`src/rtl/reg_writeback_queue_if.sv`:
```
// rtl/reg_writeback_queue_if.sv - producer-side handshake bundle for reg_writeback_queue
//
// Signals:
//    in_valid  producer offers a writeback result
//    in_ready  queue can accept a result this cycle
//    in_reg    destination register id (4 bits)
//    in_data   result value (16 bits)
// Modports: master = producer, slave = queue.
interface reg_writeback_queue_if;
   logic        in_valid;
   logic        in_ready;
   logic [3:0]  in_reg;
   logic [15:0] in_data;

   modport master (output in_valid, output in_reg, output in_data, input in_ready);
   modport slave  (input in_valid, input in_reg, input in_data, output in_ready);
endinterface

```
`src/rtl/reg_writeback_queue.sv`:
```
// rtl/reg_writeback_queue.sv - circular writeback queue in front of a register-file write port
//
// Ports:
//    clk                   clock, all state updates on posedge
//    rst                   asynchronous active-low reset
//    in_if (slave)         in_valid/in_ready/in_reg/in_data producer handshake
//    flush                 discard all queued entries at the next posedge
//    wb_en/wb_reg/wb_data  register-file write port, driven from the head entry
//    src1_reg/src2_reg     register ids being read this cycle
//    fwdN_hit/fwdN_data    youngest queued value for srcN_reg
//    count                 current occupancy
module reg_writeback_queue #(
   parameter int DEPTH = 4
) (
   input  logic                       clk,
   input  logic                       rst,
   reg_writeback_queue_if.slave       in_if,
   input  logic                       flush,
   output logic                       wb_en,
   output logic [3:0]                 wb_reg,
   output logic [15:0]                wb_data,
   input  logic [3:0]                 src1_reg,
   input  logic [3:0]                 src2_reg,
   output logic                       fwd1_hit,
   output logic [15:0]                fwd1_data,
   output logic                       fwd2_hit,
   output logic [15:0]                fwd2_data,
   output logic [$clog2(DEPTH):0]     count
);
   localparam int PW = $clog2(DEPTH);
   localparam int CW = PW + 1;

   logic [3:0]    reg_mem  [DEPTH];
   logic [15:0]   data_mem [DEPTH];
   logic [PW-1:0] head;
   logic [PW-1:0] tail;
   logic          push;
   logic          pop;

   // The register file always accepts, so any presented head retires.
   // Gating in_ready with rst keeps it low for the whole reset window.
   assign in_if.in_ready = rst && (count < CW'(DEPTH)) && !flush;
   assign push           = in_if.in_valid && in_if.in_ready && (in_if.in_reg != 4'd0);
   assign pop            = (count != '0);

   assign wb_en   = pop;
   assign wb_reg  = pop ? reg_mem[head]  : 4'd0;
   assign wb_data = pop ? data_mem[head] : 16'd0;

   // Payload storage carries no reset; only pointers and count define validity.
   always_ff @(posedge clk) begin
      if (push) begin
         reg_mem[tail]  <= in_if.in_reg;
         data_mem[tail] <= in_if.in_data;
      end
   end

   always_ff @(posedge clk or negedge rst) begin
      if (!rst) begin
         head  <= '0;
         tail  <= '0;
         count <= '0;
      end else if (flush) begin
         head  <= '0;
         tail  <= '0;
         count <= '0;
      end else begin
         if (push) tail <= tail + PW'(1);
         if (pop)  head <= head + PW'(1);
         count <= count + CW'(push) - CW'(pop);
      end
   end

   // Walk valid entries oldest to youngest; a later match overrides an
   // earlier one, so the youngest matching entry wins.
   always_comb begin
      fwd1_hit  = 1'b0;
      fwd1_data = 16'd0;
      fwd2_hit  = 1'b0;
      fwd2_data = 16'd0;
      for (int i = 0; i < DEPTH; i++) begin
         logic [PW-1:0] idx;
         idx = head + PW'(i);
         if (CW'(i) < count) begin
            if (src1_reg != 4'd0 && reg_mem[idx] == src1_reg) begin
               fwd1_hit  = 1'b1;
               fwd1_data = data_mem[idx];
            end
            if (src2_reg != 4'd0 && reg_mem[idx] == src2_reg) begin
               fwd2_hit  = 1'b1;
               fwd2_data = data_mem[idx];
            end
         end
      end
   end
endmodule

```
`src/flat_wrapper.sv`:
```
// flat-port wrapper written by rule: the top's interface ports become plain ports
module reg_writeback_queue_flat 
#(
   parameter int DEPTH = 4
)
  (clk, rst, flush, wb_en, wb_reg, wb_data, src1_reg, src2_reg, fwd1_hit, fwd1_data, fwd2_hit, fwd2_data, count, in_if_in_valid, in_if_in_reg, in_if_in_data, in_if_in_ready);
  reg_writeback_queue_if in_if_i ();
  input  logic clk;
  input  logic rst;
  input  logic flush;
  output logic wb_en;
  output logic [3:0] wb_reg;
  output logic [15:0] wb_data;
  input  logic [3:0] src1_reg;
  input  logic [3:0] src2_reg;
  output logic fwd1_hit;
  output logic [15:0] fwd1_data;
  output logic fwd2_hit;
  output logic [15:0] fwd2_data;
  output logic [$clog2(DEPTH):0] count;
  input wire logic [$bits(in_if_i.in_valid)-1:0] in_if_in_valid;
  input wire logic [$bits(in_if_i.in_reg)-1:0] in_if_in_reg;
  input wire logic [$bits(in_if_i.in_data)-1:0] in_if_in_data;
  output wire logic [$bits(in_if_i.in_ready)-1:0] in_if_in_ready;
  assign in_if_i.in_valid = in_if_in_valid;
  assign in_if_i.in_reg = in_if_in_reg;
  assign in_if_i.in_data = in_if_in_data;
  assign in_if_in_ready = in_if_i.in_ready;
  reg_writeback_queue #(.DEPTH(DEPTH)) u_core (.clk(clk), .rst(rst), .in_if(in_if_i), .flush(flush), .wb_en(wb_en), .wb_reg(wb_reg), .wb_data(wb_data), .src1_reg(src1_reg), .src2_reg(src2_reg), .fwd1_hit(fwd1_hit), .fwd1_data(fwd1_data), .fwd2_hit(fwd2_hit), .fwd2_data(fwd2_data), .count(count));
endmodule
```
`config.mk`:
```
export PLATFORM = sky130hd
export DESIGN_NAME = reg_writeback_queue_flat
export DESIGN_NICKNAME = d
export VERILOG_FILES = /design/src/rtl/reg_writeback_queue_if.sv /design/src/rtl/reg_writeback_queue.sv /design/src/flat_wrapper.sv
export SDC_FILE = /design/constraint.sdc
export NUM_CORES = 1
export LEC_CHECK = 0
export ABC_AREA = 1
export BUFFER_PORTS_ARGS = -buffer_cell sky130_fd_sc_hd__buf_4
export CORE_ASPECT_RATIO = 1.75
export CORE_MARGIN = 8
export CORE_UTILIZATION = 50
export CTS_BUF_LIST = sky130_fd_sc_hd__clkbuf_8 sky130_fd_sc_hd__clkbuf_16
export DETAILED_ROUTE_END_ITERATION = 10
export PLACE_DENSITY_LB_ADDON = 0.08
export SLEW_MARGIN = 10
export SYNTH_ARGS = -nofsm -noshare
export SYNTH_HDL_FRONTEND = slang
export SYNTH_SLANG_ARGS = --single-unit
```
`constraint.sdc`:
```
create_clock -name clk -period 6.2 [get_ports clk]
set_input_delay 1.86 -clock clk [delete_from_list [all_inputs] [get_ports clk]]
set_output_delay 1.86 -clock clk [all_outputs]
set_load 0.01 [all_outputs]
```
# [Yosys cells after proc, flatten, opt, wreduce, memory -nomap -nowiden]
# Memories as Yosys holds them, arrays and structs flattened.
# Index checks and enable logic that the tools add are counted.
[word_totals] regBits=7 latchBits=0 mem_bits_rw=80 rom_bits=0 out_inout_bits=59 elab_cells=84 mem_count=2
[op_classes] n_addsub=6 n_mul=0 div_mod_pow=0 order_cmp=5 eq_ne=8 shifts=0 mux=41 bitwise_logic=0 reduce_logical=19
[mem_list] memory="u_core.data_mem" words=4 width=16 rd=4 rd_clocked_by_memory_dff=0 write_ports=1 line="reg_writeback_queue.sv:34" text="logic [15:0] data_mem [DEPTH];"
[mem_list] memory="u_core.reg_mem" words=4 width=4 rd=4 rd_clocked_by_memory_dff=0 write_ports=1 line="reg_writeback_queue.sv:33" text="logic [3:0] reg_mem [DEPTH];"
[op_table] operator="$mux 16" count=17
[op_table] operator="$eq 4x4->1" count=8
[op_table] operator="$mux 1" count=18
[op_table] operator="$logic_and 1x1->1" count=12
[op_table] operator="$reduce_bool 4->1" count=3
[op_table] operator="$mux 2" count=4
[op_table] operator="$lt 1x3->1 const A" count=2
[op_table] operator="$lt 2x3->1 const A" count=2
[op_table] operator="$add 2x1->2 const B" count=2
[op_table] operator="$add 2x2->2 const B" count=2
[op_table] operator="$mux 4" count=1
[op_table] operator="$reduce_bool 2->1" count=2
[op_table] operator="$add 3x1->3" count=1
[op_table] operator="$lt 3x3->1 const B" count=1
[op_table] operator="$mux 3" count=1
[op_table] operator="$reduce_bool 3->1" count=1
[op_table] operator="$sub 3x1->3" count=1
[op_table] operator="$logic_not 1->1" count=1

# [Depth between registers and ports, before layout]
# An unclocked memory read counts as a cell.
[logic_depth] ltp_word=11 depth_mapped=16 depth_no_buf=13

# [Least setup slack after synthesis]
# Ideal clock, no wire load.
[synth_timing] path_kind="input port to output port" from="input port src1_reg[1]" to="output port fwd1_data[12]" t_arrival_ps=2861 required_ps=4340 path_slack_ps=1479 path_stages=12 cell_sequence="nor2_1 nand2_1 inv_1 nor2_1 nand2_1 nor2_4 nand3_4 buf_6 nand3_1 nand3_1 nand2_1 nand2_1"
[synth_between] elab_chain_len=10 elab_cells_between_ends=17 cone_classes="eq/ne: 4; mux: 8; reduce/logical: 5"
[synth_rtl] element="from (decl)" line="flat_wrapper.sv:14" text="input logic [3:0] src1_reg;"
[synth_rtl] element="$eq 4x4->1 or $reduce_bool 4->1 (tied branches)" line="reg_writeback_queue.sv:85" text="if (src1_reg != 4'd0 && reg_mem[idx] == src1_reg) begin"
[synth_rtl] element="$logic_and 1x1->1" line="reg_writeback_queue.sv:85"
[synth_rtl] element="$mux 16" line="reg_writeback_queue.sv:85"
[synth_rtl] element="$mux 16" line="reg_writeback_queue.sv:84" text="if (CW'(i) < count) begin"
[synth_rtl] element="$mux 16" line="reg_writeback_queue.sv:85"
[synth_rtl] element="$mux 16" line="reg_writeback_queue.sv:84"
[synth_rtl] element="$mux 16" line="reg_writeback_queue.sv:85"
[synth_rtl] element="$mux 16" line="reg_writeback_queue.sv:84"
[synth_rtl] element="$mux 16" line="reg_writeback_queue.sv:85"
[synth_rtl] element="$mux 16 *" line="reg_writeback_queue.sv:84"
[synth_rtl] element="to (decl)" line="flat_wrapper.sv:17" text="output logic [15:0] fwd1_data;"
# Mark *: on every way between the ends. The rest lies on a longest branch, timed or not.

# [Worst setup path in the final report]
[layout_timing] from="input port src1_reg[1]" to="output port fwd1_data[8]"
# Same word-level chain as after synthesis.

==> flow_summary.ini <==
[timing]
finalCritPeriodShare_pct = 86.7
min_period_ns = 5.38
slew_headroom_pct = 45.2
finalMaxSlewViolations = 0
setup_ws_ns = 0.825
hold_violations = 0
setup_viol = 0
setup_tns_ns = 0
worst_clock_skew_ns = 0.00463
rsz0062_at_grt = no
fmax_mhz = 186
worstMarginPinSlew_ns = 0.820

[routing]
drc = 0
num_vias = 6860
drtAntennaViolNets = 0
drt_iter0_drc = 444
wl_per_cell_um = 15.6
drt-pass1-iter-count = 5
wirelength_mm = 20.3
viasPerCell = 5.27

[worst_setup_path]
rrSetupSlack_ns = 3.74
cp.arrival_ns = 3.52
reg2regPathDepth = 6
crit_path_start_kind = input pin
path_class = input pin to output pin
crit_required_ns = 4.34
reg2reg_to = u_core.data_mem[3][1]
path_max_fanout = 17
reg2reg_from = u_core.count[2]
cp-end-kind = output pin

[global_route]
grt_max_degree = 66
grt_first_pass_wirelength_mm = 33.9
antenna_found_initial = 0
grt_use_total_pct = 22.7
grt-ovfl-total = 0
first_global_vias = 6632

[finish]
most-common-layout-cells = nand2_1, o21ai_0, buf_4
drive_above_1_share_pct = 14.4
layout_commonest_cell = nand2_1
finalNonFillerCells = 1302
nets = 1162
antennaDiodeCount = 0
area_growth_pct = 13.8

[power_and_ir_drop]
swShare_pct = 52.1
pwr-share-clk_pct = 14.9
power.switching_mw = 1.95
power.internal_mw = 1.79
irDropWorstVdd_uv = 305
pwr-share-seq_pct = 18.4
powerDensity_mw_per_mm2 = 463
p_leak_nw = 3.83
p_comb_share_pct = 66.6

[logic_synthesis]
synth_area_per_cell_um2 = 6.69
synth_area_mm2 = 0.00710
synthAdderAreaFrac_pct = 1.69
synthMuxAreaShare_pct = 0
synth_seq_cells = 87
synth-compound-area-share_pct = 10.7
syn_inst = 1062
synth_fp_nets = 1103
synth_xor_xnor_area_share_pct = 0.493
ys_seq_area_share_pct = 36.3
yosys_warnings = 0
synth_simple_gate_area_share_pct = 40.0
synth_top_family_by_area = simple AND/OR/NAND/NOR gates
synth_cell_type_count = 35

[place]
dp.cells = 1287
io_buffers = 90
gp_congestion = 0.917
hpwl_mm = 15.3
preCtsSetupSlack_ns = 0.899

[clock_tree]
ctsResizeCount = 0
cts_hold_buf = 0
cts_buffer_depth = 2
numCtsBuffers = 9
cts_num_sinks = 87
cts_tree = done
clkTransAtPathRegs_ns = 0.06
root_buffer = clkbuf_16
post_cts_buffers = 0
cts_max_level = 3
clock_latency_ns = 0.34

[floorplanning]
die_w_um = 106
floorplan.initialDensity_pct = 51.1
fp.dieH_um = 174
num_rows = 57
coreArea_mm2 = 0.0139
io_pins = 91
die_area_mm2 = 0.0184

[job]
maxCapViolations = 0

[min_path]
hold_depth = 1
hp-start = u_core.tail[0]
holdPathEnd = u_core.tail[0]
min_path_type = flop to flop

[status]
status = finished clean
cell type report:
type / count / area, um^2
fillers: 1361 / 5830
well taps: 177 / 221
flip-flops and latches: 87 / 2580
repair buffers: 109 / 818
clock inverters: 6 / 87.6
inverters: 103 / 389
multi-input cells: 811 / 3760
clock buffers: 9 / 225
layer usage:
layer  part of all wire, %  GRT usage [%]
met1                    42           27.1
met2                    51           39.7
met3                   5.1           3.35
met4                   1.7           8.32
met5                     0              0
stage by stage:
step	cell area [um^2]	total power, mW	hold slack, ns	utilization [%]
6_report	8080	3.74	0.531	58.1
3_3_place_gp	7770	3.16	0.525	55.9
3_5_place_dp	7770	3.19	0.526	55.9
5_1_grt	8080	4.08	0.573	58.1
4_1_cts	8080	3.74	0.535	58.1
2_1_floorplan	7100	2.43	0.486	-
power by group through the flow:
stage / registers (mW) / logic, mW / clock network, mW
finish: 0.689 / 2.49 / 0.558
CTS: 0.690 / 2.49 / 0.564
global route: 0.692 / 2.80 / 0.592
detailed placement: 0.702 / 2.49 / 0
global placement: 0.701 / 2.46 / 0
floorplan: 0.697 / 1.74 / 0
logic make-up after synthesis:
| family | count (synthesis) |
|---|---|
| AO/OA/AOI/OAI | 145 |
| adder cells (fa/ha/maj) | 9 |
| buffers and inverters | 164 |
| XOR/XNOR | 4 |
| flip-flops | 87 |
| AND/OR/NAND/NOR | 653 |
state kept, by name, indices dropped and copies added, names as in the netlist:
register and cells:
u_core.tail 2, u_core.data_mem 64, u_core.reg_mem 16, u_core.count 3
u_core.head 2
synthesized netlist by cell type, drive strengths merged:
library cell,number,area (um^2)
a21oi,8,47.6
a31oi,2,12.5
buf,40,300
clkbuf,21,78.8
dfrtp,7,175
edfxtp,80,2400
fa,1,20.0
ha,8,100
inv,103,389
nand2,394,1520
nand3,104,581
nand3b,4,30.0
nand4,32,200
nor2,114,488
nor3,2,10.0
nor4,1,6.26
o211ai,2,25.0
o21ai,132,664
o31ai,1,7.51
or2,2,12.5
xor2,4,35.0
worst max-delay path, stage by stage:
cell	delay (ns)
buf_4	0.13
nor2_1	0.05
nand2_1	0.08
inv_1	0.08
nor2_1	0.12
nand2_1	0.07
inv_1	0.06
nand3_2	0.10
nor2_4	0.43
nand3_1	0.15
nand3_1	0.11
nand2_1	0.06
nand2_1	0.07
buf_4	0.12
how the worst max path moves through the flow:
stage | cells past startpoint | endpoint | slack (ns) | start
final | 14 | fwd1_data[8] | 0.82 | src1_reg[1]
after global routing | 13 | fwd2_data[2] | 0.46 | u_core.head[0]
after CTS | 13 | fwd1_data[2] | 0.87 | u_core.head[0]
after detailed placement | 14 | fwd1_data[13] | 0.90 | src1_reg[1]
after global placement | 11 | fwd1_data[8] | 0.91 | src1_reg[1]
after floorplan | 12 | fwd1_data[12] | 1.48 | src1_reg[1]
No activity file was read; power rests on OpenSTA's default activity.
